`src/rtl/rv_branch_unit.sv`:
```
// -----------------------------------------------------------------------------
// rv_branch_unit
//   Branch resolution and prediction unit for the RV core.
//   - Evaluates the six conditional branches directly on rs1/rs2, using both
//     signed and unsigned comparison.
//   - Owns a BHT_DEPTH-entry table of 2-bit saturating counters. The table
//     gives IF a combinational taken/not-taken prediction.
//   - Resolves the branch in EX and registers the outcome, the mispredict flag
//     and the redirect PC (1-cycle latency). It then trains the table.
//
// Ports
//   clk_i            core clock
//   rst_n_i          asynchronous active-low reset
//   if_pc_i          fetch PC for the prediction lookup
//   if_pred_taken_o  combinational prediction (MSB of the indexed counter)
//   ex_valid_i       EX holds a conditional branch this cycle
//   ex_pc_i          PC of the branch in EX
//   ex_rs1_i         operand rs1
//   ex_rs2_i         operand rs2
//   ex_funct3_i      branch funct3
//   ex_target_i      precomputed taken target (pc + imm)
//   ex_pred_taken_i  prediction carried down the pipe with this branch
//   flush_i          kill the branch in EX
//   res_valid_o      registered: resolution valid
//   res_taken_o      registered: actual outcome
//   mispredict_o     registered: outcome differs from the carried prediction
//   redirect_pc_o    registered: taken ? target : pc + 4
//   illegal_o        registered: one-cycle pulse for funct3 010/011
//   br_cnt_o         saturating count of resolved branches
//   mis_cnt_o        saturating count of mispredicted branches
// -----------------------------------------------------------------------------
module rv_branch_unit #(
  parameter int XLEN      = 32,
  parameter int BHT_DEPTH = 64,
  parameter int CNT_W     = 16
) (
  input  logic             clk_i,
  input  logic             rst_n_i,
  input  logic [XLEN-1:0]  if_pc_i,
  output logic             if_pred_taken_o,
  input  logic             ex_valid_i,
  input  logic [XLEN-1:0]  ex_pc_i,
  input  logic [XLEN-1:0]  ex_rs1_i,
  input  logic [XLEN-1:0]  ex_rs2_i,
  input  logic [2:0]       ex_funct3_i,
  input  logic [XLEN-1:0]  ex_target_i,
  input  logic             ex_pred_taken_i,
  input  logic             flush_i,
  output logic             res_valid_o,
  output logic             res_taken_o,
  output logic             mispredict_o,
  output logic [XLEN-1:0]  redirect_pc_o,
  output logic             illegal_o,
  output logic [CNT_W-1:0] br_cnt_o,
  output logic [CNT_W-1:0] mis_cnt_o
);

  localparam int IDXW = $clog2(BHT_DEPTH);

  // Weakly not-taken is the reset value of every counter.
  localparam logic [1:0] CNT_WEAK_NT = 2'b01;

  // Branch history table: one 2-bit saturating counter per entry.
  logic [1:0] bht [BHT_DEPTH];

  logic [IDXW-1:0] if_idx;
  logic [IDXW-1:0] ex_idx;

  logic            eq;
  logic            lt;
  logic            ltu;
  logic            taken;
  logic            legal;
  logic            accept;
  logic            illegal_hit;
  logic            mispred;
  logic [XLEN-1:0] pc_plus4;
  logic [1:0]      bht_cur;
  logic [1:0]      bht_next;

  // Word-aligned PCs: bits [1:0] never select an entry. Bits above the index
  // alias onto the same counter.
  assign if_idx = if_pc_i[IDXW+1:2];
  assign ex_idx = ex_pc_i[IDXW+1:2];

  logic unused_pc_bits;
  assign unused_pc_bits = ^{if_pc_i[XLEN-1:IDXW+2], if_pc_i[1:0],
                            ex_pc_i[XLEN-1:IDXW+2], ex_pc_i[1:0]};

  // The lookup reads the table as stored. A same-cycle update to the same
  // entry becomes visible on the following cycle only.
  assign if_pred_taken_o = bht[if_idx][1];

  // Compare the operands directly. This avoids waiting for an ALU subtract.
  assign eq  = (ex_rs1_i == ex_rs2_i);
  assign lt  = ($signed(ex_rs1_i) < $signed(ex_rs2_i));
  assign ltu = (ex_rs1_i < ex_rs2_i);

  // funct3 decode. 010 and 011 are not branch encodings.
  always_comb begin
    taken = 1'b0;
    legal = 1'b1;
    case (ex_funct3_i)
      3'b000: taken = eq;
      3'b001: taken = ~eq;
      3'b100: taken = lt;
      3'b101: taken = ~lt;
      3'b110: taken = ltu;
      3'b111: taken = ~ltu;
      3'b010,
      3'b011: legal = 1'b0;
    endcase
  end

  assign accept      = ex_valid_i & ~flush_i & legal;
  assign illegal_hit = ex_valid_i & ~flush_i & ~legal;
  assign mispred     = (taken != ex_pred_taken_i);
  assign pc_plus4    = ex_pc_i + XLEN'(4);

  // Saturating step of the counter for the branch being resolved.
  assign bht_cur = bht[ex_idx];

  always_comb begin
    bht_next = bht_cur;
    if (taken) begin
      if (bht_cur != 2'b11) bht_next = bht_cur + 2'b01;
    end else begin
      if (bht_cur != 2'b00) bht_next = bht_cur - 2'b01;
    end
  end

  // Table training. Only accepted branches train. An illegal or flushed
  // branch leaves the table untouched.
  always_ff @(posedge clk_i or negedge rst_n_i) begin
    if (!rst_n_i) begin
      for (int i = 0; i < BHT_DEPTH; i++) begin
        bht[i] <= CNT_WEAK_NT;
      end
    end else if (accept) begin
      bht[ex_idx] <= bht_next;
    end
  end

  // Resolution outputs. The valid, mispredict and illegal flags are pulses.
  // The outcome and the redirect PC keep the last resolved branch so that
  // consumers can sample them late.
  always_ff @(posedge clk_i or negedge rst_n_i) begin
    if (!rst_n_i) begin
      res_valid_o   <= 1'b0;
      res_taken_o   <= 1'b0;
      mispredict_o  <= 1'b0;
      redirect_pc_o <= '0;
      illegal_o     <= 1'b0;
    end else begin
      res_valid_o  <= accept;
      mispredict_o <= accept & mispred;
      illegal_o    <= illegal_hit;
      if (accept) begin
        res_taken_o   <= taken;
        redirect_pc_o <= taken ? ex_target_i : pc_plus4;
      end
    end
  end

  // Statistics counters. Both stick at all-ones instead of wrapping.
  always_ff @(posedge clk_i or negedge rst_n_i) begin
    if (!rst_n_i) begin
      br_cnt_o  <= '0;
      mis_cnt_o <= '0;
    end else if (accept) begin
      if (br_cnt_o != '1) br_cnt_o <= br_cnt_o + CNT_W'(1);
      if (mispred && (mis_cnt_o != '1)) mis_cnt_o <= mis_cnt_o + CNT_W'(1);
    end
  end

endmodule
```
`config.mk`:
```
export PLATFORM = sky130hd
export DESIGN_NAME = rv_branch_unit
export DESIGN_NICKNAME = d
export VERILOG_FILES = /design/src/rtl/rv_branch_unit.sv
export SDC_FILE = /design/constraint.sdc
export NUM_CORES = 1
export LEC_CHECK = 0
export CORE_MARGIN = 2
export CORE_UTILIZATION = 50
export CTS_BUF_LIST = sky130_fd_sc_hd__clkbuf_4
export DETAILED_ROUTE_END_ITERATION = 7
export PLACE_DENSITY = 0.78
export REMOVE_ABC_BUFFERS = 1
export SLEW_MARGIN = 20
export SYNTH_ARGS = -nofsm -noshare
export SYNTH_HDL_FRONTEND = slang
export SYNTH_SLANG_ARGS = --single-unit
```
`constraint.sdc`:
```
create_clock -name clk_i -period 8.4 [get_ports clk_i]
set_clock_uncertainty 0.2 [all_clocks]
set_input_delay 1.68 -clock clk_i [delete_from_list [all_inputs] [get_ports clk_i]]
set_output_delay 1.68 -clock clk_i [all_outputs]
set_load 0.02 [all_outputs]
```
After elaboration in Yosys (flattened, before gate mapping)
Index checks and enable logic that the tools add are counted.
{"block": "totals", "inputBits": 168, "ff_bits": 196, "rom_bits": 0, "mem_count": 0, "output_inout_bits": 69, "latch_bits": 0, "word_cells": 125, "mem_bits_rw": 0}
{"block": "classes", "bitwise_logic": 10, "div": 0, "muxes": 15, "multipliers": 0, "n_eq_ne": 12, "n_lt_le_gt_ge": 5, "n_shift": 0, "addsub": 5, "reduce_logical": 7}
{"op": "bitwise mux 128 bit", "n": 1}
{"op": "less-than comparator 32 bit", "n": 2}
{"op": "adder 16 x 1 -> 16 bit (second input constant)", "n": 2}
{"op": "adder 32 x 3 -> 32 bit (second input constant)", "n": 1}
{"op": "== test 32 bit", "n": 1}
{"op": "two-way mux 32 bit", "n": 1}
{"op": "!= test 16 bit (second input constant)", "n": 2}
{"op": "binary-select mux 2 bit (select 6 bit)", "n": 2}
{"op": "two-way mux 2 bit", "n": 8}
{"op": ">= comparator 7 bit (second input constant)", "n": 2}
{"op": "inverter 6 -> 7 bit", "n": 2}
{"op": "demux 2 bit (select 6 bit)", "n": 1}
{"op": "== test 3 bit (second input constant)", "n": 4}
{"op": "less-than comparator 7 x 1 -> 1 bit (second input constant)", "n": 1}
{"op": "== test 3 x 2 -> 1 bit (second input constant)", "n": 2}
{"op": "one-hot mux 1 bit (6 select lines)", "n": 1}
{"op": "bitwise AND 1 bit", "n": 4}
{"op": "inverter 1 bit", "n": 4}
{"op": "AND reduction 2 bit", "n": 2}
{"op": "== test 3 x 1 -> 1 bit (second input constant)", "n": 1}
{"op": "logical NOT 3 bit", "n": 1}
{"op": "adder 2 x 1 -> 2 bit (second input constant)", "n": 1}
{"op": "logical AND 1 bit", "n": 2}
{"op": "!= test 2 bit (second input constant)", "n": 1}
{"op": "5 further kinds", "n": 5}

Depth between registers and ports, before layout
Gate-level depths: netlist of the first run.
{"block": "depth", "depth_word": 8, "mapped_depth": 12, "mapped_depth_nobuf": 10}

Worst setup path after synthesis of the first run
OpenSTA, ideal clock, no wires.
{"block": "synth_timing", "path_kind": "input to output", "from": "input if_pc_i[2]", "to": "output if_pred_taken_o", "arrival_time_ns": 3.724, "path_slack_ns": 2.796, "n_path_buf": 2, "required_ns": 6.520, "cell_stages": 5, "path_cell_list": "buf_2 buf_2 mux4_2 mux4_2 mux4_2"}
{"block": "synth_via", "elab_chain_len": 4}
{"element": "from (decl)", "line": "39", "text": "input logic [XLEN-1:0] if_pc_i,"}
{"element": "inverter 6 -> 7 bit (implied by the code)", "line": "92", "text": "assign if_pred_taken_o = bht[if_idx][1];"}
{"element": "binary-select mux 2 bit (select 6 bit)", "line": "92"}
{"element": "two-way mux 2 bit (implied by the code) (2 in a row)", "line": "92"}
{"element": "to (decl)", "line": "40", "text": "output logic if_pred_taken_o,"}
Every way passes these cells. The select of a mux whose other input is x is not followed.

Worst setup path in the final report of the first run
{"block": "layout_timing", "from": "input if_pc_i[3]", "to": "output if_pred_taken_o"}
Same word-level chain as after synthesis.

==> results of run 1 <==
report_power, final:
group	internal, mW	switching, mW	total, mW
clock network	0.221	0.356	0.577
logic	0.281	0.318	0.600
registers	1.05	0.0689	1.12
worst min path at each step:
stage	start	endpoint	slack (ns)	cells past startpoint
final	bht[40]	bht[40]	0.27	2
after global routing	bht[76]	bht[76]	0.29	2
after CTS	bht[86]	bht[86]	0.28	2
after detailed placement	bht[98]	bht[98]	0.25	2
after global placement	bht[18]	bht[18]	0.25	2
after floorplan	bht[74]	bht[74]	0.24	2
worst min-delay path, stage by stage, from the launching register on:
cell	delay, ns
dfstp_2	0.39
nand2_1	0.04
o21ai_1	0.05
placed cells by master (no fill, tap or decap), types with 25 or more instances in the layout:
master           instances
mux4_2                  38
nand2_1                216
nor2_1                  62
nand3_1                 33
mux2i_1                 54
dfrtp_1                132
inv_1                   48
ha_1                    35
dfstp_2                 64
clkdlybuf4s50_1        207
o21ai_0                 41
xor2_1                  25
nand4_1                 25
xnor2_1                 34
a21oi_1                 45
o21ai_1                 93
sequential cells by signal, indices dropped and copies added (netlist names):
register / flops
bht: 128
br_cnt_o: 16
illegal_o: 1
mis_cnt_o: 16
mispredict_o: 1
redirect_pc_o: 32
res_taken_o: 1
res_valid_o: 1
layer usage:
metal  track usage  wire length [um]  up-vias
met3        0.0636              2460       65
met1         0.342             12900     4608
met2         0.425             14100      413
met4        0.0719               754        0
li1              -                 -     4540
met5             0                 0        -
logic make-up (layout without fill, tap and decap cells):
family          Yosys count  in the layout  synth area share
xor+xnor                 59             59            0.0454
mux                     103            103             0.134
fa+ha+maj                37             37            0.0409
flops                   196            196             0.438
simple gates            412            412             0.165
compound gates          248            248             0.130
buf+inv                 107            304            0.0466
other cells               0              1                 0
cell type report:
| cell class | count | area (um2) | area share |
|---|---|---|---|
| clock buffer | 17 | 128 | 0.00915 |
| antenna | 1 | 2.50 | 0.000179 |
| tap | 285 | 357 | 0.0256 |
| multi-input combinational | 859 | 5880 | 0.422 |
| timing repair buffer | 223 | 2200 | 0.158 |
| clock inverter | 15 | 213 | 0.0152 |
| inverter | 49 | 184 | 0.0132 |
| sequential | 196 | 4980 | 0.357 |
==> metrics.md, run 1 <==
| Metric | Value |
|---|---|
| Crit path capture type | primary output |
| CTS sink cnt | 196 |
| Rows | 55 |
| Fill cells | 1846 |
| Synth Flop Type | dfrtp_1 |
| Worst VDD drop | 132 uV |
| Post-route clock period utilization | 0.795 |
| Largest net degree at the start of global routing | 115 |
| Register area share after synthesis | 0.438 |
| Setup TNS | 0 ns |
| Die H | 155 um |
| Hold Slack | 0.275 ns |
| Core Area | 0.0225 mm2 |
| Finished Cell Area | about 0.014 mm2 |
| Iter 0 DRT Violations | 647 |
| Drt pass-1 iters | 5 |
| Post-synth EDFFs | 0 |
| HP Class | flip-flop to flip-flop |
| Grt ovf | 0 |
| Leading area contributor after synthesis | dfrtp_1 |
| Worst setup path startpoint | if_pc_i[3] |
| Setup slack, reg-to-reg | 5.22 ns |
| Crit path max fanout | 16 |
| Status | complete, no violations |
| DP HPWL | 21400 um |
| Synth cell types | between 60 and 70 |
| DIE WIDTH | 155 um |
| Die area | between 0.02 and 0.025 mm2 |
| Reg2Reg Depth | 8 |
| CP startpoint kind | primary input |
| CP delay by family, top | buffers and inverters |
| WL final | 30300 um |
| Synth Register Bits | about 200 |
| Final setup viols | 0 |
| Final #Nets | 1549 |
| Commonest cells post-synth | 216 x nand2_1, 132 x dfrtp_1, 93 x o21ai_1 |
| Worst path max stage delay | 1.09 ns |
| GP Congestion | 0.902 |
| Crit path top cell by count | mux4_2 |
| WP buf/inv | 2 |
| FFs w/ async S/R, synth | 1.00 |
| RSZ-0062 raised after global routing | no |
| Ys Warns | 0 |
| # IOs | 237 |
| Final hold vios | 0 |
| Worst-path clk slew | roughly 0.14 ns |
| Via-per-instance ratio | a little under 6 |
| Reg-to-Reg Start | bht[47] |
| Post-Syn Instances | 1162 |
| Total power | 2.30 mW |
| Cts repair resizes | 0 |
| Most common cell in the netlist | nand2_1 |
| Worst-margin pin slew | 1.08 ns |
| CTS H-Tree Depth | 4 |
| Critical path data arrival time | 4.80 ns |
| Synth area leaders | dfrtp_1 29%, dfstp_2 15%, mux4_2 7.5%, nand2_1 7.1%, mux2i_1 4.8% |
| Leakage power | between 5 and 6 nW |
| GRT Total Usage | 0.258 |
| Crit. path cell count | 5 |
| Slew Limit Headroom | 0.280 |
| Synth top area share | 0.290 |
| Share of cells above drive strength 1 | 0.130 |
| Syn Area/Cell | 9.79 um2 |
| ANT nets after route | 0 |
| First-pass GRT wire length | roughly 50000 um |
| Worst Slack Setup Final | 1.72 ns |
| CTS root buffer | clkbuf_4 |
| Crit-path cells | clkdlybuf4s50_1, mux4_2, mux4_2, mux4_2, clkdlybuf4s50_1 |
| Worst r2r dst | bht[2] |
| CTS tree | yes |
| Remaining DRCs | 0 |
| Post-CTS Setup Bufs | 0 |
| Final min period | 6.68 ns |
| TritonCTS buffer count | 17 |
| Fin. max-slew vios | 0 |
| Initial Util | 0.505 |
| Via count | 9626 |
| Fmax | 0.150 GHz |
| Placed Area | 0.0136 mm2 |
| Port Buffer Count | 210 |
| Crit Path Class | primary input to primary output |
| CP max-delay cell | clkdlybuf4s50_1 |
| Worst-Skew Late Latency | 0.59 ns |
| Clock Tree Buf Depth | 2 |
| Vias in the first global route | 9711 |
| Placed cells | about 1.6k |
| Initial antenna violation count | 1 |
| Final non-filler cell total | 1645 |
| Critical Path RT | 6.52 ns |
| Wirelength per Cell | 18.4 um |
| PwrDens | 165 mW/mm2 |
| CP endpoint | if_pred_taken_o |
| # hold bufs at CTS | 0 |
| Place WS | around 1.8 ns |
| Area delta synth->final | 22.7% |
| Layout Utilization | 0.620 |
| Max-cap check violation count | 0 |
| Post-Synthesis Cell Area | between 0.01 and 0.015 mm2 |
No activity file was read; power rests on OpenSTA's default activity.
==> run 2, diff against run 1 <==
==> constraint.sdc (replaced) <==
create_clock -name clk_i -period 6.8 [get_ports clk_i]
set_clock_uncertainty 0.2 [all_clocks]
set_input_delay 1.36 -clock clk_i [delete_from_list [all_inputs] [get_ports clk_i]]
set_output_delay 1.36 -clock clk_i [all_outputs]
set_load 0.02 [all_outputs]
==> run 2 against run 1 <==
Flip-flop and latch count is the same. Die area is the same. First-iteration DRC count increased by 15%. Worst setup slack got worse by 0.80 ns. Largest power group unchanged. Sequential power grew 24%. Final area decreased by 0.48%. Clock-buffer cell count is 2 higher. Combinational power is 24% higher. Utilization shrank 0.29 points. Register-to-register slack worse by 1.5 ns. Clock power rose by 8.0%. Wire length grew 1.2%.
==> metrics.md, run 2 (same netlist as run 1, synthesis figures left out) <==
| Metric | Value |
|---|---|
| Share of cells above drive strength 1 | 0.130 (+0.000544) |
| DP HPWL | 21800 um (+2.2%) |
| TritonCTS buffer count | 17 (unchanged) |
| CTS sink cnt | 196 (unchanged) |
| Worst-Skew Late Latency | 0.62 ns (+0.03 ns) |
| Vias in the first global route | 9654 (-0.59%) |
| CP startpoint kind | primary input |
| CP delay by family, top | multiplexers |
| Final min period | between 5 and 6 ns |
| Leakage power | 5.82 nW (-0.33%) |
| Placed Area | 0.0136 mm2 (about the same) |
| CTS tree | yes |
| Placed cells | 1614 (+0.12%) |
| WP buf/inv | 3 (+1) |
| Worst-margin pin slew | 1.05 ns (-0.0231 ns) |
| Setup TNS | 0 ns (unchanged) |
| Final non-filler cell total | 1646 (+0.061%) |
| Post-route clock period utilization | 0.865 |
| Max-cap check violation count | 0 (unchanged) |
| Clock Tree Buf Depth | 2 (unchanged) |
| Rows | 55 (unchanged) |
| Status | complete, no violations |
| PwrDens | 198 mW/mm2 (+20%) |
| Initial antenna violation count | 0 (-1) |
| Port Buffer Count | 210 (unchanged) |
| Post-CTS Setup Bufs | 0 (unchanged) |
| Iter 0 DRT Violations | 744 (+15%) |
| Grt ovf | 0 (unchanged) |
| Critical Path RT | 5.24 ns (-1.28 ns) |
| GRT Total Usage | 0.261 (+0.00307) |
| RSZ-0062 raised after global routing | no |
| Crit. path cell count | 6 (+1) |
| Die area | 0.0240 mm2 (unchanged) |
| Via-per-instance ratio | 5.84 (-0.17%) |
| Register area | 0.00498 mm2 (unchanged) |
| CTS root buffer | clkbuf_4 |
| # IOs | 237 (unchanged) |
| Diode count | 0 (-1) |
| Core Area | 0.0225 mm2 (unchanged) |
| Final hold vios | 0 (unchanged) |
| Worst path max stage delay | 0.56 ns (-0.53 ns) |
| Final #Nets | 1551 (+0.13%) |
| Cts repair resizes | 0 (unchanged) |
| Drt pass-1 iters | 7 (+2) |
| Fill cells | 1859 (+0.70%) |
| Largest net degree at the start of global routing | 101 (-12%) |
| Top flop regs | bht: 128 flops, redirect_pc_o: 32 flops |
| Worst hold path stage count | 2 (unchanged) |
| Crit path capture type | primary output |
| Worst VDD drop | 150 uV (+14%) |
| DIE WIDTH | 155 um (unchanged) |
| Slew Limit Headroom | 0.295 (+0.0154) |
| Most frequent cells in the layout | 216 x nand2_1, 207 x clkdlybuf4s50_1, 132 x dfrtp_1, 93 x o21ai_1, 64 x dfstp_2 |
| Reg2Reg Depth | 8 (unchanged) |
| CP max-delay cell | mux4_2 |
| Total power | 2.76 mW (+20%) |
| # hold bufs at CTS | 0 (unchanged) |
| CTS H-Tree Depth | 4 (unchanged) |
| Finished Cell Area | 0.0139 mm2 (-0.48%) |
| Critical path data arrival time | 4.32 ns (-0.48 ns) |
| Crit-path cells | clkdlybuf4s50_1, buf_4, mux4_2, mux4_2, mux4_2, clkdlybuf4s50_1 |
| Via count | 9615 (-0.11%) |
| Area delta synth->final | 22.1% |
| Crit path max fanout | 16 (unchanged) |
| Fin. max-slew vios | 0 (unchanged) |
| Remaining DRCs | 0 (unchanged) |
| ANT nets after route | 0 (unchanged) |
| HP Class | flip-flop to flip-flop |
| Crit Path Class | primary input to primary output |
| Initial Util | 0.505 (unchanged) |
| First-pass GRT wire length | 49900 um (+0.78%) |
| Area of the multi-input gates | 0.00588 mm2 (about the same) |
| Die H | 155 um (unchanged) |
| Worst-path clk slew | 0.15 ns (about the same) |
| Wirelength per Cell | 18.6 um (+1.2%) |
| Fmax | 0.170 GHz |
| Reg with most FFs | bht |
| Crit path top cell by count | mux4_2 |
| GP Congestion | 0.853 (-5.4%) |
| WL final | 30600 um (+1.2%) |
| Commonest non-fill, non-tap cell in the layout | nand2_1 |
| Max reg flops | 128 (unchanged) |
| Final setup viols | 0 (unchanged) |
## run 2: changes by cell type in the layout (fill, tap and decap cells not counted), moves of 2 or more
cell and delta:
buf_4 +3, bufinv_16 -2, clkbuf_4 +2, clkinv_2 +2
clkinv_4 +2, clkinv_8 -2
## run 2: metal layers
metal | wire length, um | track usage | vias to the layer above
li1 | - | - | 4514
met1 | 13000 | 0.356 | 4620
met2 | 14500 | 0.432 | 435
met3 | 2560 | 0.0524 | 46
met4 | 499 | 0.0635 | 0
met5 | 0 | 0 | -
## run 2: report_power, final
group	switching, mW	internal [mW]	total (mW)
combinational	0.394	0.347	0.741
sequential	0.0901	1.30	1.39
clock	0.426	0.198	0.623
total	0.910	1.85	2.76
## run 2: cell type report
| class | count | area share |
|---|---|---|
| multi-input combinational | 859 | 0.423 |
| sequential | 196 | 0.359 |
| timing repair buffer | 225 | 0.159 |
| tap | 285 | 0.0257 |
| inverter | 49 | 0.0132 |
| clock buffer | 19 | 0.0103 |
| clock inverter | 13 | 0.00919 |
## run 2: worst register-to-register path: stages (launching register included)
cell and delay, ns:
dfrtp_1 0.44, mux4_2 0.46, mux2_2 0.29, o2bb2ai_1 0.12, a221oi_1 0.29, o2111ai_1 0.17
clkinv_1 0.10, maj3_4 0.69, a31oi_1 0.21
## run 2: worst paths after layout
path	from	end	slack, ns
max reg2reg	bht[39]	bht[33]	3.70
max	if_pc_i[2]	if_pred_taken_o	0.92
min in group asynchronous	rst_n_i	bht[93]	0.60
min	bht[62]	bht[62]	0.27
min reg2reg	bht[62]	bht[62]	0.27
max in group asynchronous	rst_n_i	bht[65]	4.28
## run 2: through the flow
stage | hold WS (ns) | utilization | worst slack [ns]
2_1_floorplan | 0.241 | - | -0.742
3_3_place_gp | 0.248 | 0.605 | 0.928
3_5_place_dp | 0.254 | 0.605 | 0.925
4_1_cts | 0.274 | 0.617 | 0.907
5_1_grt | 0.291 | 0.617 | 0.857
6_report | 0.273 | 0.617 | 0.920
==> run 3, diff against run 2 <==
--- a/config.mk
+++ b/config.mk
@@ -9,9 +9,11 @@
 export CORE_UTILIZATION = 50
 export CTS_BUF_LIST = sky130_fd_sc_hd__clkbuf_4
 export DETAILED_ROUTE_END_ITERATION = 7
+export GPL_ROUTABILITY_DRIVEN = 0
+export GPL_TIMING_DRIVEN = 0
 export PLACE_DENSITY = 0.78
 export REMOVE_ABC_BUFFERS = 1
-export SLEW_MARGIN = 20
+export SLEW_MARGIN = 15
 export SYNTH_ARGS = -nofsm -noshare
 export SYNTH_HDL_FRONTEND = slang
 export SYNTH_SLANG_ARGS = --single-unit
==> run 3 against run 2 <==
Global-route usage shrank 0.40 points. Wire length shrank 1.1%. Clock power grew 3.5%. Critical endpoint unchanged. Non-clock buffer count shrank 8. Clock-buffer cell count shrank 2. Worst hold slack lost 0.0029 ns. Worst setup slack lost 0.23 ns. Combinational power grew 2%. Maximum frequency shrank 3.7%.
==> metrics.md, run 3 (same netlist as run 1, synthesis figures left out) <==
| Metric | Value |
|---|---|
| Core Area | 0.0225 mm2 (unchanged) |
| Met2 Routed Length | 14000 um (-3.7%) |
| Placed Area | 0.0137 mm2 (+0.45%) |
| Crit path top cell by count | mux4_2 |
| Port Buffer Count | 210 (unchanged) |
| Worst-Skew Late Latency | 0.62 ns (about the same) |
| Fmax | 0.164 GHz (-3.7%) |
| Setup slack, reg-to-reg | 3.67 ns (-0.03 ns) |
| Slew Limit Headroom | 0.319 (+0.0236) |
| Fin. max-slew vios | 0 (unchanged) |
| CP startpoint kind | primary input |
| Reg2Reg Depth | 8 (unchanged) |
| Worst Hold Path EP | bht[106] |
| Top flop regs | bht: 128 flops, redirect_pc_o: 32 flops |
| Remaining DRCs | 0 (unchanged) |
| Post-CTS Setup Bufs | 0 (unchanged) |
| Status | complete, no violations |
| Initial Util | 0.505 (unchanged) |
| Hold Path Origin | bht[106] |
| TritonCTS buffer count | 17 (unchanged) |
| Post-route clock period utilization | 0.898 (+0.0335) |
| Wirelength per Cell | 18.5 um (-0.78%) |
| CTS tree | yes |
| Final non-filler cell total | 1640 (-0.36%) |
| Initial antenna violation count | 1 (+1) |
| Highest Signal Layer | met4 |
| Die H | 155 um (unchanged) |
| ANT nets after route | 0 (unchanged) |
| CTS root buffer | clkbuf_4 |
| Crit path capture type | primary output |
| DP HPWL | 21500 um (-1.4%) |
| Iter 0 DRT Violations | 682 (-8.3%) |
| Most frequent cells in the layout | 216 x nand2_1, 205 x clkdlybuf4s50_1, 132 x dfrtp_1, 93 x o21ai_1, 64 x dfstp_2 |
| Via-per-instance ratio | 5.84 (about the same) |
| Crit path max fanout | 16 (unchanged) |
| CTS sink cnt | 196 (unchanged) |
| Max reg flops | 128 (unchanged) |
| HP Class | flip-flop to flip-flop |
| Cts repair resizes | 0 (unchanged) |
| DIE WIDTH | 155 um (unchanged) |
| Worst VDD drop | 110 uV (-27%) |
| Final min period | 6.11 ns (+0.228 ns) |
| Area delta synth->final | 22.9% |
| GRT Total Usage | 0.257 (-0.00403) |
| First-pass GRT wire length | 48900 um (-1.9%) |
| PwrDens | 199 mW/mm2 (+0.36%) |
| Layout Utilization | 0.621 (+0.00434) |
| Drt pass-1 iters | 5 (-2) |
| Critical Path RT | 5.24 ns (about the same) |
| CTS H-Tree Depth | 4 (unchanged) |
| Fill cells | 1880 (+1.1%) |
| # hold bufs at CTS | 0 (unchanged) |
| Vias in the first global route | 9613 (-0.42%) |
| Final hold vios | 0 (unchanged) |
| Finished Cell Area | 0.0140 mm2 (+0.70%) |
| Largest net degree at the start of global routing | 103 (+2.0%) |
| Share of cells above drive strength 1 | 0.131 (+0.000769) |
| Max-cap check violation count | 0 (unchanged) |
| Worst-margin pin slew | 1.02 ns (-0.0348 ns) |
| Clock Tree Buf Depth | 2 (unchanged) |
| Worst r2r dst | bht[33] |
| Rows | 55 (unchanged) |
| Final #Nets | 1543 (-0.52%) |
| Wl on met1 | 13000 um (-0.14%) |
| Critical path data arrival time | 4.55 ns (+0.23 ns) |
| Final setup viols | 0 (unchanged) |
| WL final | 30300 um (-1.1%) |
| # IOs | 237 (unchanged) |
| Hold Slack | 0.271 ns (-0.00288 ns) |
| Grt ovf | 0 (unchanged) |
| Reg-to-Reg Start | bht[41] |
| Worst hold path stage count | 2 (unchanged) |
| Leakage power | 5.84 nW (+0.40%) |
| Worst-path clk slew | 0.16 ns (about the same) |
| Crit-path cells | clkdlybuf4s50_1, mux4_2, mux4_2, mux4_2, clkdlybuf4s50_1 |
| Met3 wire length | 2560 um (about the same) |
| Commonest non-fill, non-tap cell in the layout | nand2_1 |
| CP max-delay cell | clkdlybuf4s50_1 |
| Worst path max stage delay | 1.14 ns (+0.58 ns) |
| Via count | 9585 (-0.31%) |
| RSZ-0062 raised after global routing | no |
| Die area | 0.0240 mm2 (unchanged) |
| Reg with most FFs | bht |
| Crit Path Class | primary input to primary output |
| Placed cells | 1606 (-0.50%) |
## run 3: worst max path at each step
| stage | from | to | slack, ns |
|---|---|---|---|
| after global placement | rst_n_i | mis_cnt_o[0] | -3.91 |
| after floorplan | ex_rs2_i[23] | bht[97] | -0.74 |
| after CTS | if_pc_i[3] | if_pred_taken_o | 0.76 |
| after global routing | if_pc_i[3] | if_pred_taken_o | 0.68 |
| after detailed placement | if_pc_i[3] | if_pred_taken_o | 0.79 |
| final | if_pc_i[3] | if_pred_taken_o | 0.69 |
## run 3: report_power, final
group / total [mW] / internal [mW] / leakage (nW) / switching, mW
logic: 0.753 / 0.356 / 3.26 / 0.397
registers: 1.39 / 1.30 / 2.43 / 0.0851
clock network: 0.645 / 0.199 / 0.155 / 0.446
total: 2.78 / 1.86 / 5.84 / 0.929
## run 3: layout make-up
cell class | instances | area [um2] | share of cell area
Clock inverter | 15 | 174 | 0.0124
Tap cell | 285 | 357 | 0.0255
Timing Repair Buffer | 217 | 2240 | 0.160
Sequential cell | 196 | 4980 | 0.357
Clock buffer | 17 | 128 | 0.00913
Multi-Input combinational cell | 859 | 5910 | 0.422
Inverter | 49 | 184 | 0.0132
Antenna cell | 2 | 5.00 | 0.000358
## run 3: per-layer routing
| layer | up-vias | track usage |
|---|---|---|
| met1 | 4544 | 0.351 |
| met5 | - | 0 |
| li1 | 4531 | - |
| met2 | 444 | 0.413 |
| met4 | 0 | 0.0877 |
| met3 | 66 | 0.0524 |
## run 3: metrics by stage
stage | setup TNS (ns) | power, mW | setup slack [ns]
6_report | 0 | 2.78 | 0.692
5_1_grt | 0 | 2.93 | 0.684
4_1_cts | 0 | 2.80 | 0.765
3_5_place_dp | 0 | 2.16 | 0.785
3_3_place_gp | -1108.91 | 2.14 | -3.91
2_1_floorplan | -87.07 | 1.78 | -0.742
## run 3: critical path, delay by kind of cell
kind / cells / cell delay (ns)
buffers and inverters: 2 / 1.70
muxes: 3 / 1.48
==> variant: new RTL, flow settings as in run 2 <==
Add an input register stage for `ex_target_i`; this delays it by one clock. The other inputs are not delayed to match.
--- a/src/rtl/rv_branch_unit.sv
+++ b/src/rtl/rv_branch_unit.sv
@@ -59,6 +59,12 @@
 
   // Weakly not-taken is the reset value of every counter.
   localparam logic [1:0] CNT_WEAK_NT = 2'b01;
+
+  logic [XLEN-1:0] ex_target_q;
+
+  always_ff @(posedge clk_i) begin
+    ex_target_q <= ex_target_i;
+  end
 
   // Branch history table: one 2-bit saturating counter per entry.
   logic [1:0] bht [BHT_DEPTH];
@@ -157,7 +163,7 @@
       illegal_o    <= illegal_hit;
       if (accept) begin
         res_taken_o   <= taken;
-        redirect_pc_o <= taken ? ex_target_i : pc_plus4;
+        redirect_pc_o <= taken ? ex_target_q : pc_plus4;
       end
     end
   end
Formal check against the unedited RTL: not equivalent (Yosys sat finds a counterexample within 4 cycles, from zero or initial values and one cycle with rst_n_i low).
==> variant against run 2 <==
Total power increased by 32%; non-clock buffer count decreased by 2; global-route usage decreased by 1.1 points; worst setup slack got worse by 0.0050 ns; synthesized area increased by 8.0%; count of clock-buffer cells in the layout increased by 67; sequential cell count increased by 32; die area increased by 7.7%; clock power increased by 93%; sequential share of layout area increased by 0.89 points; routed wire length increased by 6.0%; cell area increased by 10%; register-to-register slack got worse by 0.16 ns.
==> variant: results (changes against run 2) <==
| Metric | Value |
|---|---|
| Final wirelength | `32470 µm (+6.0%)` |
| First-pass GRT wire length | `51830 µm (+3.8%)` |
| FF-to-FF path depth | `9 (+1)` |
| Slew headroom | `0.2653 (-0.03020)` |
| Result of the run | `finished, final reports clean` |
| Top Registers | `bht (128), ex_target_q (32), redirect_pc_o (32)` |
| Hold Crit Endpoint | `bht[22]` |
| Clock insertion delay at the later pin of the skew report | `0.70 ns (+0.08 ns)` |
| Total via count after detailed routing | `10094 (+5.0%)` |
| Data arrival time of the worst path | `4.33 ns (about the same)` |
| Clock transition at the register clock pins on the worst setup and hold paths after CTS | `0.06 ns (-0.09 ns)` |
| Worst hold start | `bht[22]` |
| Total global-route track usage | `0.2503 (-0.01080)` |
| Post-synthesis sequential area ratio | `0.4582 (+0.01988)` |
| Design internal power | `2.521 mW (+37%)` |
| Placer Congestion | `0.9292 (+8.9%)` |
| Worst hold margin | `0.2689 ns (-0.004561 ns)` |
| RR Startpoint | `bht[24]` |
| Maximum buffer depth of the clock tree | `3 (+1)` |
| Register-to-register path setup slack | `3.54 ns (-0.16 ns)` |
| CTS H-tree depth | `2 (-2)` |
| Post-route insts no fill | `1811 (+10%)` |
| Distinct cells, synth | `61 (-7.6%)` |
| 1st-iter DRT viols | `779 (+4.7%)` |
| Number of antenna violations at the first check in global routing | `1 (+1)` |
| Post-synthesis async set-or-reset flop share | `0.8596 (-0.1404)` |
| Worst-path cell with the longest stage delay | `sky130_fd_sc_hd__clkdlybuf4s50_1` |
variant: changes by cell type after synthesis, moves of 7 or more:
cell,change
sky130_fd_sc_hd__inv_1,-9
sky130_fd_sc_hd__nor2_1,+61
sky130_fd_sc_hd__xnor2_1,+9
sky130_fd_sc_hd__o21ai_2,+28
sky130_fd_sc_hd__nand2_1,-47
sky130_fd_sc_hd__a211oi_1,+7
sky130_fd_sc_hd__o21ai_0,+20
sky130_fd_sc_hd__o21ai_1,-74
sky130_fd_sc_hd__a21oi_2,+32
sky130_fd_sc_hd__xor2_1,-8
sky130_fd_sc_hd__and3_1,+11
sky130_fd_sc_hd__dfxtp_1,+32
variant: logic make-up after synthesis:
| group | count (synthesis) | share of synthesized area |
|---|---|---|
| muxes | 110 | 0.1291 |
| AOI/OAI and AO/OA | 228 | 0.1215 |
| and+or+nand+nor | 443 | 0.1657 |
| xor gates and xnor gates | 60 | 0.04280 |
| buffers and inverters | 103 | 0.04515 |
| DFF | 228 | 0.4582 |
| adders and majority gates | 37 | 0.03750 |
variant: per-stage QoR:
stage                     worst slack (ns)  instance area [µm²]    util
after floorplan                     0.7905                11880       -
after global placement              0.9423                14500  0.5996
after detailed placement            0.9380                14500  0.5996
after CTS                           0.9270                15280  0.6321
after global routing                0.8444                15290  0.6324
final                               0.9150                15290  0.6324
variant: worst max-delay path by stage:
stage,start,to,depth (start not counted)
after floorplan,ex_rs2_i[1],bht[0],10
after global placement,if_pc_i[2],if_pred_taken_o,6
after detailed placement,if_pc_i[2],if_pred_taken_o,6
after CTS,if_pc_i[2],if_pred_taken_o,6
after global routing,if_pc_i[2],if_pred_taken_o,6
final,if_pc_i[2],if_pred_taken_o,6
variant: cell type report:
cell class,instances,area [µm²],area share
sequential,228,5625,0.3680
multi-input combinational,878,6108,0.3995
antenna,2,5.005,0.0003274
clock inverter,28,140.1,0.009166
clock buffer,86,645.6,0.04223
tap,324,405.4,0.02652
inverter,42,157.7,0.01031
timing repair buffer,223,2201,0.1440
variant: critical path, delay by kind of cell:
kind	cells	cell delay, ns
buffers and inverters	3	1.33
multiplexers	3	1.63
variant: power by group through the flow:
stage | Sequential, mW | Clock, mW | Combinational (mW)
floorplan | 1.70 | 0 | 0.351
global placement | 1.63 | 0 | 0.794
detailed placement | 1.64 | 0 | 0.812
CTS | 1.62 | 1.23 | 0.815
global route | 1.63 | 1.31 | 0.874
finish | 1.62 | 1.20 | 0.813
variant: routing by layer:
metal  vias up  global-route usage  wire length [µm]
met4         0             0.08888               914
li1       4766                   -                 -
met3        85             0.05449              2841
met2       458              0.3932             14950
met1      4785              0.3454             13770
met5         -                   0                 0
